<file path="src/rtl/uart_pkg.sv">
// Shared types and helpers for the UART receive and transmit paths.
package uart_pkg;

    typedef enum logic [1:0] {
        PAR_NONE = 2'd0,
        PAR_ODD  = 2'd1,
        PAR_EVEN = 2'd2
    } parity_e;

    typedef enum logic [2:0] {
        StIdle,
        StStart,
        StData,
        StPar,
        StStop
    } rx_state_e;

    // Rounded clocks-per-oversample-tick, never below 1.
    function automatic int unsigned calc_div(input int unsigned clk,
                                             input int unsigned baud,
                                             input int unsigned os);
        longint unsigned den;
        longint unsigned q;
        den = 64'(baud) * 64'(os);
        q   = (64'(clk) + den / 2) / den;
        if (q == 0) return 1;
        return 32'(q);
    endfunction

endpackage

</file>
<file path="src/rtl/uart_baud_tick.sv">
// Oversample tick generator: counts 0..DIV-1 and pulses TICKo on the last count.
module uart_baud_tick #(
    parameter int unsigned DIV = 8
) (
    input  logic CLKip,
    input  logic RSTNi,
    input  logic CLRi,
    output logic TICKo
);

    localparam int unsigned CW = (DIV > 1) ? $clog2(DIV) : 1;
    localparam logic [CW-1:0] LAST = CW'(DIV - 1);

    logic [CW-1:0] cnt_q, cnt_d;

    always_comb begin
        cnt_d = cnt_q + 1'b1;
        if (CLRi || cnt_q == LAST) cnt_d = '0;
    end

    always_ff @(posedge CLKip or negedge RSTNi) begin
        if (!RSTNi) cnt_q <= '0;
        else        cnt_q <= cnt_d;
    end

    // A clear restarts the phase, so no tick is allowed in that cycle.
    assign TICKo = (cnt_q == LAST) && !CLRi;

endmodule

</file>
<file path="src/rtl/uart_rx_deser.sv">
// UART receive deserializer: oversampled start/data/parity/stop framing feeding the RX FIFO.
module uart_rx_deser
    import uart_pkg::*;
#(
    parameter int unsigned CLK_FREQ   = 32_000_000,
    parameter int unsigned BAUD_RATE  = 250_000,
    parameter int unsigned OVERSAMPLE = 16,
    parameter int unsigned DATA_BITS  = 8,
    parameter int unsigned PARITY     = 0
) (
    input  logic                 CLKip,
    input  logic                 RSTNi,
    input  logic                 RXi,
    input  logic                 FULLi,
    output logic [DATA_BITS-1:0] DATAo,
    output logic                 WEo,
    output logic                 FRAME_ERRo,
    output logic                 PARITY_ERRo,
    output logic                 OVERRUNo,
    output logic                 BUSYo
);

    localparam int unsigned DIV = calc_div(CLK_FREQ, BAUD_RATE, OVERSAMPLE);
    localparam int unsigned SW  = $clog2(OVERSAMPLE);
    localparam int unsigned AW  = $clog2(OVERSAMPLE + 1);
    localparam int unsigned BW  = (DATA_BITS > 1) ? $clog2(DATA_BITS) : 1;

    localparam logic [SW-1:0] S_LO   = SW'(OVERSAMPLE / 2 - 1);
    localparam logic [SW-1:0] S_MID  = SW'(OVERSAMPLE / 2);
    localparam logic [SW-1:0] S_HI   = SW'(OVERSAMPLE / 2 + 1);
    localparam logic [SW-1:0] S_LAST = SW'(OVERSAMPLE - 1);
    localparam logic [BW-1:0] B_LAST = BW'(DATA_BITS - 1);
    localparam logic [AW-1:0] A_LAST = AW'(OVERSAMPLE - 1);
    localparam parity_e       PAR_MODE = parity_e'(PARITY[1:0]);

    logic [1:0]           sync_q;
    logic                 rx_s, rx_prev_q;
    logic                 armed_q, armed_d;
    logic [AW-1:0]        arm_cnt_q, arm_cnt_d;
    logic                 tick, start_det, decide, bit_end, maj;
    rx_state_e            state_q, state_d;
    logic [SW-1:0]        s_q, s_d;
    logic [BW-1:0]        bit_q, bit_d;
    logic [DATA_BITS-1:0] shift_q, shift_d;
    logic [1:0]           smp_q, smp_d;
    logic                 par_err_q, par_err_d;
    logic [DATA_BITS-1:0] data_q, data_d;
    logic                 we_q, we_d, fe_q, fe_d, pe_q, pe_d, ov_q, ov_d;

    assign rx_s      = sync_q[1];
    assign start_det = (state_q == StIdle) && armed_q && rx_prev_q && !rx_s;

    uart_baud_tick #(
        .DIV(DIV)
    ) u_tick (
        .CLKip(CLKip),
        .RSTNi(RSTNi),
        .CLRi (start_det),
        .TICKo(tick)
    );

    // Arm only after a full bit time of idle line, so a mid-frame reset release is ignored.
    always_comb begin
        arm_cnt_d = arm_cnt_q;
        armed_d   = armed_q;
        if (!rx_s) begin
            arm_cnt_d = '0;
        end else if (tick && !armed_q) begin
            arm_cnt_d = arm_cnt_q + 1'b1;
            if (arm_cnt_q == A_LAST) armed_d = 1'b1;
        end
    end

    assign decide  = tick && (s_q == S_HI);
    assign bit_end = tick && (s_q == S_LAST);
    assign maj     = (smp_q[0] & smp_q[1]) | (smp_q[0] & rx_s) | (smp_q[1] & rx_s);

    always_comb begin
        state_d   = state_q;
        s_d       = s_q;
        bit_d     = bit_q;
        shift_d   = shift_q;
        smp_d     = smp_q;
        par_err_d = par_err_q;
        data_d    = data_q;
        we_d      = 1'b0;
        fe_d      = 1'b0;
        pe_d      = 1'b0;
        ov_d      = 1'b0;

        if (start_det) begin
            s_d = '0;
        end else if (tick) begin
            s_d = bit_end ? '0 : s_q + 1'b1;
            if (s_q == S_LO)  smp_d[0] = rx_s;
            if (s_q == S_MID) smp_d[1] = rx_s;
        end

        unique case (state_q)
            StIdle: begin
                if (start_det) begin
                    state_d   = StStart;
                    par_err_d = 1'b0;
                end
            end
            StStart: begin
                if (decide && maj) begin
                    state_d = StIdle;
                end else if (bit_end) begin
                    state_d = StData;
                    bit_d   = '0;
                end
            end
            StData: begin
                if (decide) shift_d = {maj, shift_q[DATA_BITS-1:1]};
                if (bit_end) begin
                    if (bit_q == B_LAST) state_d = (PAR_MODE != PAR_NONE) ? StPar : StStop;
                    else                 bit_d   = bit_q + 1'b1;
                end
            end
            StPar: begin
                if (decide) begin
                    par_err_d = (PAR_MODE == PAR_EVEN) ? (^shift_q ^ maj) : ~(^shift_q ^ maj);
                end
                if (bit_end) state_d = StStop;
            end
            StStop: begin
                // Leave at the decision tick so a back-to-back start edge is not missed.
                if (decide) begin
                    state_d = StIdle;
                    if (!maj) begin
                        fe_d = 1'b1;
                    end else begin
                        data_d = shift_q;
                        if (FULLi) begin
                            ov_d = 1'b1;
                        end else begin
                            we_d = 1'b1;
                            pe_d = par_err_q;
                        end
                    end
                end
            end
            default: state_d = StIdle;
        endcase
    end

    always_ff @(posedge CLKip or negedge RSTNi) begin
        if (!RSTNi) begin
            sync_q    <= 2'b11;
            rx_prev_q <= 1'b1;
            armed_q   <= 1'b0;
            arm_cnt_q <= '0;
            state_q   <= StIdle;
            s_q       <= '0;
            bit_q     <= '0;
            shift_q   <= '0;
            smp_q     <= '0;
            par_err_q <= 1'b0;
            data_q    <= '0;
            we_q      <= 1'b0;
            fe_q      <= 1'b0;
            pe_q      <= 1'b0;
            ov_q      <= 1'b0;
        end else begin
            sync_q    <= {sync_q[0], RXi};
            rx_prev_q <= rx_s;
            armed_q   <= armed_d;
            arm_cnt_q <= arm_cnt_d;
            state_q   <= state_d;
            s_q       <= s_d;
            bit_q     <= bit_d;
            shift_q   <= shift_d;
            smp_q     <= smp_d;
            par_err_q <= par_err_d;
            data_q    <= data_d;
            we_q      <= we_d;
            fe_q      <= fe_d;
            pe_q      <= pe_d;
            ov_q      <= ov_d;
        end
    end

    assign DATAo       = data_q;
    assign WEo         = we_q;
    assign FRAME_ERRo  = fe_q;
    assign PARITY_ERRo = pe_q;
    assign OVERRUNo    = ov_q;
    assign BUSYo       = (state_q != StIdle);

endmodule
</file>
<file path="config.mk">
export PLATFORM = sky130hd
export DESIGN_NAME = uart_rx_deser
export DESIGN_NICKNAME = d
export VERILOG_FILES = /design/src/rtl/uart_pkg.sv /design/src/rtl/uart_baud_tick.sv /design/src/rtl/uart_rx_deser.sv
export SDC_FILE = /design/constraint.sdc
export NUM_CORES = 1
export LEC_CHECK = 0
export ABC_AREA = 1
export CORE_ASPECT_RATIO = 1.25
export CORE_UTILIZATION = 25
export CTS_CLUSTER_SIZE = 30
export DETAILED_ROUTE_END_ITERATION = 10
export PLACE_DENSITY = 0.51
export SLEW_MARGIN = 40
export SYNTH_ARGS = -nofsm -noshare
export SYNTH_HDL_FRONTEND = slang
export SYNTH_SLANG_ARGS = --single-unit
</file>
<file path="constraint.sdc">
create_clock -name CLKip -period 1.5 [get_ports CLKip]
set_input_delay 0.3 -clock CLKip [delete_from_list [all_inputs] [get_ports CLKip]]
set_output_delay 0.3 -clock CLKip [all_outputs]
set_load 0.02 [all_outputs]
</file>
==> flow_summary.yaml, run 1 <==
outcome:
  status: "finished, violations left"
  violations: "negative setup slack"
cells_and_area:
  antenna_cells: 0
  final_util_pct: 37.1
  syn2layout_area_growth_pct: 42.8
  final_nets: 324
  finalNonFillerCells: 409
  drive_gt1_share_pct: 31.7
critical_path:
  critPathRequiredTime_ns: 1.68
  cp_slowest_stage_delay_ns: 0.58
  endpoint_kind: "flop"
  path_cells: "inv_4 -> nand3_4 -> nor2_4 -> nor2_4 -> buf_12 -> nand4_4 -> buf_12 -> nand2_1 -> o21ai_0"
  start_kind: "flop"
  cpMaxStageDelayCell: "dfstp_2"
  worst-setup-path-type: "reg2reg"
  worstPathArrival_ns: 1.70
  crit_path_max_fanout: 19
cts:
  cts.sinks: 45
  path_clk_slew_ns: 0.09
  cts_inserted_buffers: 5
  clock_latency_ns: 0.30
  clock_path_buffers: 2
  cts-root-buf: "clkbuf_8"
  cts_max_level: 2
  cts_tree: "done"
sta:
  setup_viol: 8
  tightest_slew_ns: 0.391
  worst_slack_ns: -0.0167
  slew_viol_final: 0
  slew_headroom_pct: 74.0
  fin_crit_sh_pct: 101
  max_freq_ghz: 0.659
  hold_viol_final: 0
  rsz0062_at_grt: "yes"
  skew_ns: 0.00772
  fin_crit_ns: 1.52
hold_path:
  hp-class: "reg2reg"
yosys:
  ys_seq_area_share_pct: 52.2
  synth_edf_count: 0
  ys.warnings.count: 0
  synth.top_cells.by_count: "nand2_1, dfrtp_1, inv_1"
  syn_avg_cell_area_um2: 8.69
  synth_area_leaders: "dfrtp_1, nand2_1, inv_1"
  netlist_instances: 249
  synth_nets: 262
  synth_ff_type: "dfrtp_1"
  yosysTopAreaCell: "dfrtp_1"
  syn_area_um2: 2160
  ys_types: 30
  synth_top_cell_area_share_pct: 48.6
  synth_seq_cells: 45
  async_reset_ff_share_pct: 100
  yosysMostFrequentCell: "nand2_1"
global_routing:
  antenna_found_initial: 0
  grt_first_pass_wirelength_um: 7790
  grt_max_degree: 32
  grt_pass1_vias: 1741
  grt_usage_pct: 10.9
  overflow: 0
drt:
  drt.antenna.violating_nets: 0
  drc: 0
  drtIter0Drc: 74
  wl_per_cell_um: 11.2
  vias: 1760
  drt-pass1-iter-count: 4
  drt_wl_total_um: 4590
  post_drt_via_cell_ratio: 4.30
floorplanning:
  die_w_um: 85.2
  die_area_um2: 9040
  num_rows: 37
  initial_core_util_pct: 26.0
  ios: 17
  coreArea_um2: 8330
  fp.dieH_um: 106
placed_design:
  hpwl_um: 3140
  gp_congestion: 0.736
  numPortBuffers: 16
  placedCellCount: 386
job:
  max_cap_viol_count: 0
pwr:
  p_leak_nw: 1.51
  p_per_area_nw_per_um2: 766
  ir_drop_mv: 0.776
-- stage by stage --
| stage | TNS [ns] | total power (W) | setup slack, ns | instance area (um2) | hold slack [ns] |
|---|---|---|---|---|---|
| after floorplan | -0.240 | 0.00126 | -0.0639 | 2190 | 0.00441 |
| after global placement | -0.890 | 0.00130 | -0.101 | 2660 | 0.239 |
| after detailed placement | -1.05 | 0.00130 | -0.121 | 2660 | 0.246 |
| after CTS | 0 | 0.00240 | 0.000550 | 2910 | 0.361 |
| after global routing | -1.68 | 0.00246 | -0.0968 | 3090 | 0.366 |
| final | -0.0648 | 0.00237 | -0.0167 | 3090 | 0.359 |
-- routing by layer --
metal  global-route usage (%)  part of all wire, %
met1                     12.8                   42
met2                     19.0                   52
met3                     2.56                  3.3
met4                     4.72                  2.3
met5                        0                    0
-- final timing paths --
kind / startpoint / endpoint / slack (ns) / cells after the start
setup / recovery: sync_q[1]$_DFF_PN1_ / DATAo[0]$_DFFE_PN0P_ / -0.02 / 9
max in group asynchronous: RSTNi / sync_q[0]$_DFF_PN1_ / 0.49 / 3
hold reg to reg: sync_q[0]$_DFF_PN1_ / sync_q[1]$_DFF_PN1_ / 0.36 / 0
hold / removal: sync_q[0]$_DFF_PN1_ / sync_q[1]$_DFF_PN1_ / 0.36 / 0
min in group asynchronous: RSTNi / OVERRUNo$_DFF_PN0_ / 0.44 / 2
setup reg to reg: sync_q[1]$_DFF_PN1_ / DATAo[0]$_DFFE_PN0P_ / -0.02 / 9
-- timing repair --
| item | 4_1_cts | 5_1_grt |
|---|---|---|
| resized for setup | 30 | 38 |
| endpoints found under the setup margin | 39 | 39 |
| hold buffers | 1 | 0 |
| setup buffers | 8 | 6 |
| endpoints found under the hold margin | 14 | 0 |
| pin swaps | 6 | 16 |
-- flip-flops by register name, summed over array words and instances (netlist names), 2 cells and up --
name          count
smp_q             2
DATAo             8
u_tick.cnt_q      3
bit_q             3
s_q               4
shift_q           8
sync_q            2
state_q           3
arm_cnt_q         5
-- worst max-delay path, delay by kind of cell (launching register included) --
family	cells	cell delay (ns)
and+or+nand+nor	5	0.40
AOI/OAI and AO/OA	1	0.06
buffers and inverters	3	0.34
DFF	1	0.58
-- power breakdown --
part           internal [W]  switching [W]  total (W)
registers           0.00122     0.00000588    0.00123
clock network      0.000662       0.000424    0.00109
logic             0.0000202      0.0000344  0.0000546
-- layout by cell type (no fill, tap or decap), types with 2 or more instances in the layout --
cell             Yosys  final
a21oi_2              0      2
buf_12               0      4
buf_2                0      2
buf_4                2     36
bufinv_16            0      2
clkbuf_8             0      5
clkdlybuf4s50_1      0      2
dfrtp_1             42     41
dfstp_2              3      3
dlygate4sd2_1        0     12
ha_1                 9      6
ha_4                 0      2
inv_1               32     27
inv_2                2      6
nand2_1             69     58
nand2_2              1      8
nand2_4              0      4
nand3_1             16     15
nand3_2              3      2
nand3_4              0      2
nand4_1              3      3
nor2_1              19     12
nor2_2               1      2
nor2_4               2      8
nor3_1               2      2
nor3b_2              1      2
o21ai_0             19      7
o21ai_1              7     19
xnor2_1              3      3
-- cell type report --
| cell class | count | area (um2) |
|---|---|---|
| clock buffers | 5 | 68.8 |
| fillers | 855 | 5240 |
| multi-input cells | 167 | 1070 |
| well taps | 97 | 121 |
| inverters | 34 | 130 |
| clock inverters | 3 | 65.1 |
| flip-flops and latches | 45 | 1130 |
| repair buffers | 58 | 507 |
-- logic make-up (layout without fill, tap and decap cells) --
family                     after synthesis  after routing  share of synthesized area, %
and+or+nand+nor                        121            121                          25.8
DFF                                     45             45                          52.2
buffers and inverters                   37            100                          7.11
AOI/OAI and AO/OA                       34             34                          8.44
adders and majority gates                9              9                          5.20
xor gates and xnor gates                 3              3                          1.21
No activity file was read; power rests on OpenSTA's default activity.
==> run 2: changes to the inputs <==
--- a/constraint.sdc
+++ b/constraint.sdc
@@ -3,2 +3,2 @@
 set_output_delay 0.3 -clock CLKip [all_outputs]
-set_load 0.02 [all_outputs]
+set_load 0.01 [all_outputs]
==> run 2 against run 1 <==
The run still ends with negative setup slack left. Fmax is 0.16% lower. Global-route usage is 0.19 points higher. Combinational power is 3% higher. Flip-flop and latch count stayed put. Worst hold slack better by 0.0097 ns. Core utilization is 0.69 points higher. Register-to-register slack hardly changed. Sequential power hardly changed. Sequential share of layout area is 0.71 points lower. Critical path type unchanged.
==> flow_summary.yaml, run 2 (synthesis results as in run 1) <==
floorplanning:
  coreArea_um2: 8330
  num_rows: 37
  die_area_um2: 9040
  ios: 17
  initial_core_util_pct: 26.0
  die_w_um: 85.2
  fp.dieH_um: 106
drt:
  drt_wl_total_um: 4810
  routed-wl-met3_um: 123
  top_layer: "met4"
  drc: 0
  wl_met2_um: 2530
  drt.antenna.violating_nets: 0
  vias: 1797
  wl_per_cell_um: 11.9
  drtIter0Drc: 39
  drt-met1-wl_um: 2060
  drt-pass1-iter-count: 4
  post_drt_via_cell_ratio: 4.44
cts:
  path_clk_slew_ns: 0.09
  cts_tree: "done"
  cts.sinks: 45
  clock_latency_ns: 0.30
  clock_path_buffers: 2
  cts_inserted_buffers: 5
  cts_max_level: 2
  cts-root-buf: "clkbuf_8"
critical_path:
  start_kind: "flop"
  cp.depth: 9
  crit_buf_inv: 3
  worst-setup-path-type: "reg2reg"
  critPathRequiredTime_ns: 1.69
  crit_path_max_fanout: 19
  reg2regPathDepth: 9
  worstPathArrival_ns: 1.71
  cpMaxStageDelayCell: "dfrtp_1"
  critPathTopFamily: "flip-flops"
  cp_slowest_stage_delay_ns: 0.37
  endpoint_kind: "flop"
  path_cells: "ha_2 -> ha_4 -> inv_4 -> nor2_4 -> buf_6 -> nand4_4 -> buf_12 -> nand2_1 -> o21ai_1"
global_routing:
  grt_max_degree: 46
  grt_pass1_vias: 1845
  grt_first_pass_wirelength_um: 8060
  grt_usage_pct: 11.1
  antenna_found_initial: 0
  overflow: 0
hold_path:
  hp-class: "reg2reg"
  hold_path_depth: 0
sta:
  tightest_slew_ns: 0.233
  max_freq_ghz: 0.658
  fin_crit_ns: 1.52
  skew_ns: 0.00769
  hold_viol_final: 0
  slew_viol_final: 0
  slew_headroom_pct: 84.3
  setup_tns_ns: -0.0854
  rsz0062_at_grt: "yes"
  worst_slack_ns: -0.0191
  setup_viol: 10
  fin_crit_sh_pct: 101
pwr:
  total_power_w: 0.00238
  p_per_area_nw_per_um2: 756
  ir_drop_mv: 0.495
  p_leak_nw: 1.63
placed_design:
  place_area_um2: 2660
  placedCellCount: 386
  gp_congestion: 0.754
  numPortBuffers: 16
  hpwl_um: 3160
outcome:
  violations: "negative setup slack"
  status: "finished, violations left"
job:
  max_cap_viol_count: 0
cells_and_area:
  drive_gt1_share_pct: 36.0
  syn2layout_area_growth_pct: 45.5
  stdcell_area_um2: 3150
  finalNonFillerCells: 405
  final_common_cell: "nand2_1"
  final_nets: 320
  final_cell_mix: "nand2_1, dfrtp_1, buf_4"
  antenna_cells: 0
[run 2: cell types whose count changed in the layout (fill, tap and decap cells not counted), sizes merged]
cell	change
dlymetal6s2s	+7
buf	-6
clkbuf	+2
dlygate4sd2	-7
[run 2: where the power goes]
part / internal (W) / total (W) / switching (W)
Sequential: 0.00122 / 0.00123 / 0.00000540
Combinational: 0.0000206 / 0.0000563 / 0.0000358
Clock: 0.000662 / 0.00110 / 0.000437
Total: 0.00190 / 0.00238 / 0.000479
[run 2: final timing paths]
kind                                      startpoint                endpoint  slack [ns]
max                        u_tick.cnt_q[0]$_DFF_PN0_    DATAo[6]$_DFFE_PN0P_       -0.02
min                              sync_q[0]$_DFF_PN1_     sync_q[1]$_DFF_PN1_        0.37
max reg2reg                u_tick.cnt_q[0]$_DFF_PN0_    DATAo[6]$_DFFE_PN0P_       -0.02
min reg2reg                      sync_q[0]$_DFF_PN1_     sync_q[1]$_DFF_PN1_        0.37
max in group asynchronous                      RSTNi     rx_prev_q$_DFF_PN1_        0.73
min in group asynchronous                      RSTNi  shift_q[6]$_DFFE_PN0P_        0.50
[run 2: final cells by class]
class                      count  area [um2]
multi-input combinational    167        1110
inverter                      34         133
timing repair buffer          54         523
clock inverter                 3        65.1
sequential                    45        1130
clock buffer                   5        68.8
fill                         866        5180
tap                           97         121
[run 2: repair_timing]
action / in CTS / in global routing
hold buffers: 1 / 0
setup endpoints to repair: 34 / 46
buffers inserted: 6 / 3
pin swaps: 3 / 10
hold endpoints to repair: 42 / 0
cloned: 0 / 1
gates resized for setup: 16 / 72
[run 2: worst register-to-register path: stages (launching register included)]
cell and delay [ns]:
dfrtp_1 0.37, ha_2 0.20, ha_4 0.16, inv_4 0.04, nor2_4 0.15, buf_6 0.13
nand4_4 0.07, buf_12 0.17, nand2_1 0.06, o21ai_1 0.06
[run 2: metal layers]
metal,GRT usage (%),vias to the layer above
met4,3.63,0
met3,2.33,8
met2,19.9,20
met5,0,-
met1,13.2,856
li1,-,913
[run 2: per-stage QoR]
stage | hold WS [ns] | utilization, % | worst slack, ns
6_report | 0.368 | 37.8 | -0.0191
5_1_grt | 0.376 | 37.8 | -0.135
4_1_cts | 0.370 | 34.6 | -0.0174
3_5_place_dp | 0.299 | 31.9 | -0.102
3_3_place_gp | 0.299 | 31.9 | -0.0879
2_1_floorplan | 0.00441 | - | -0.0608
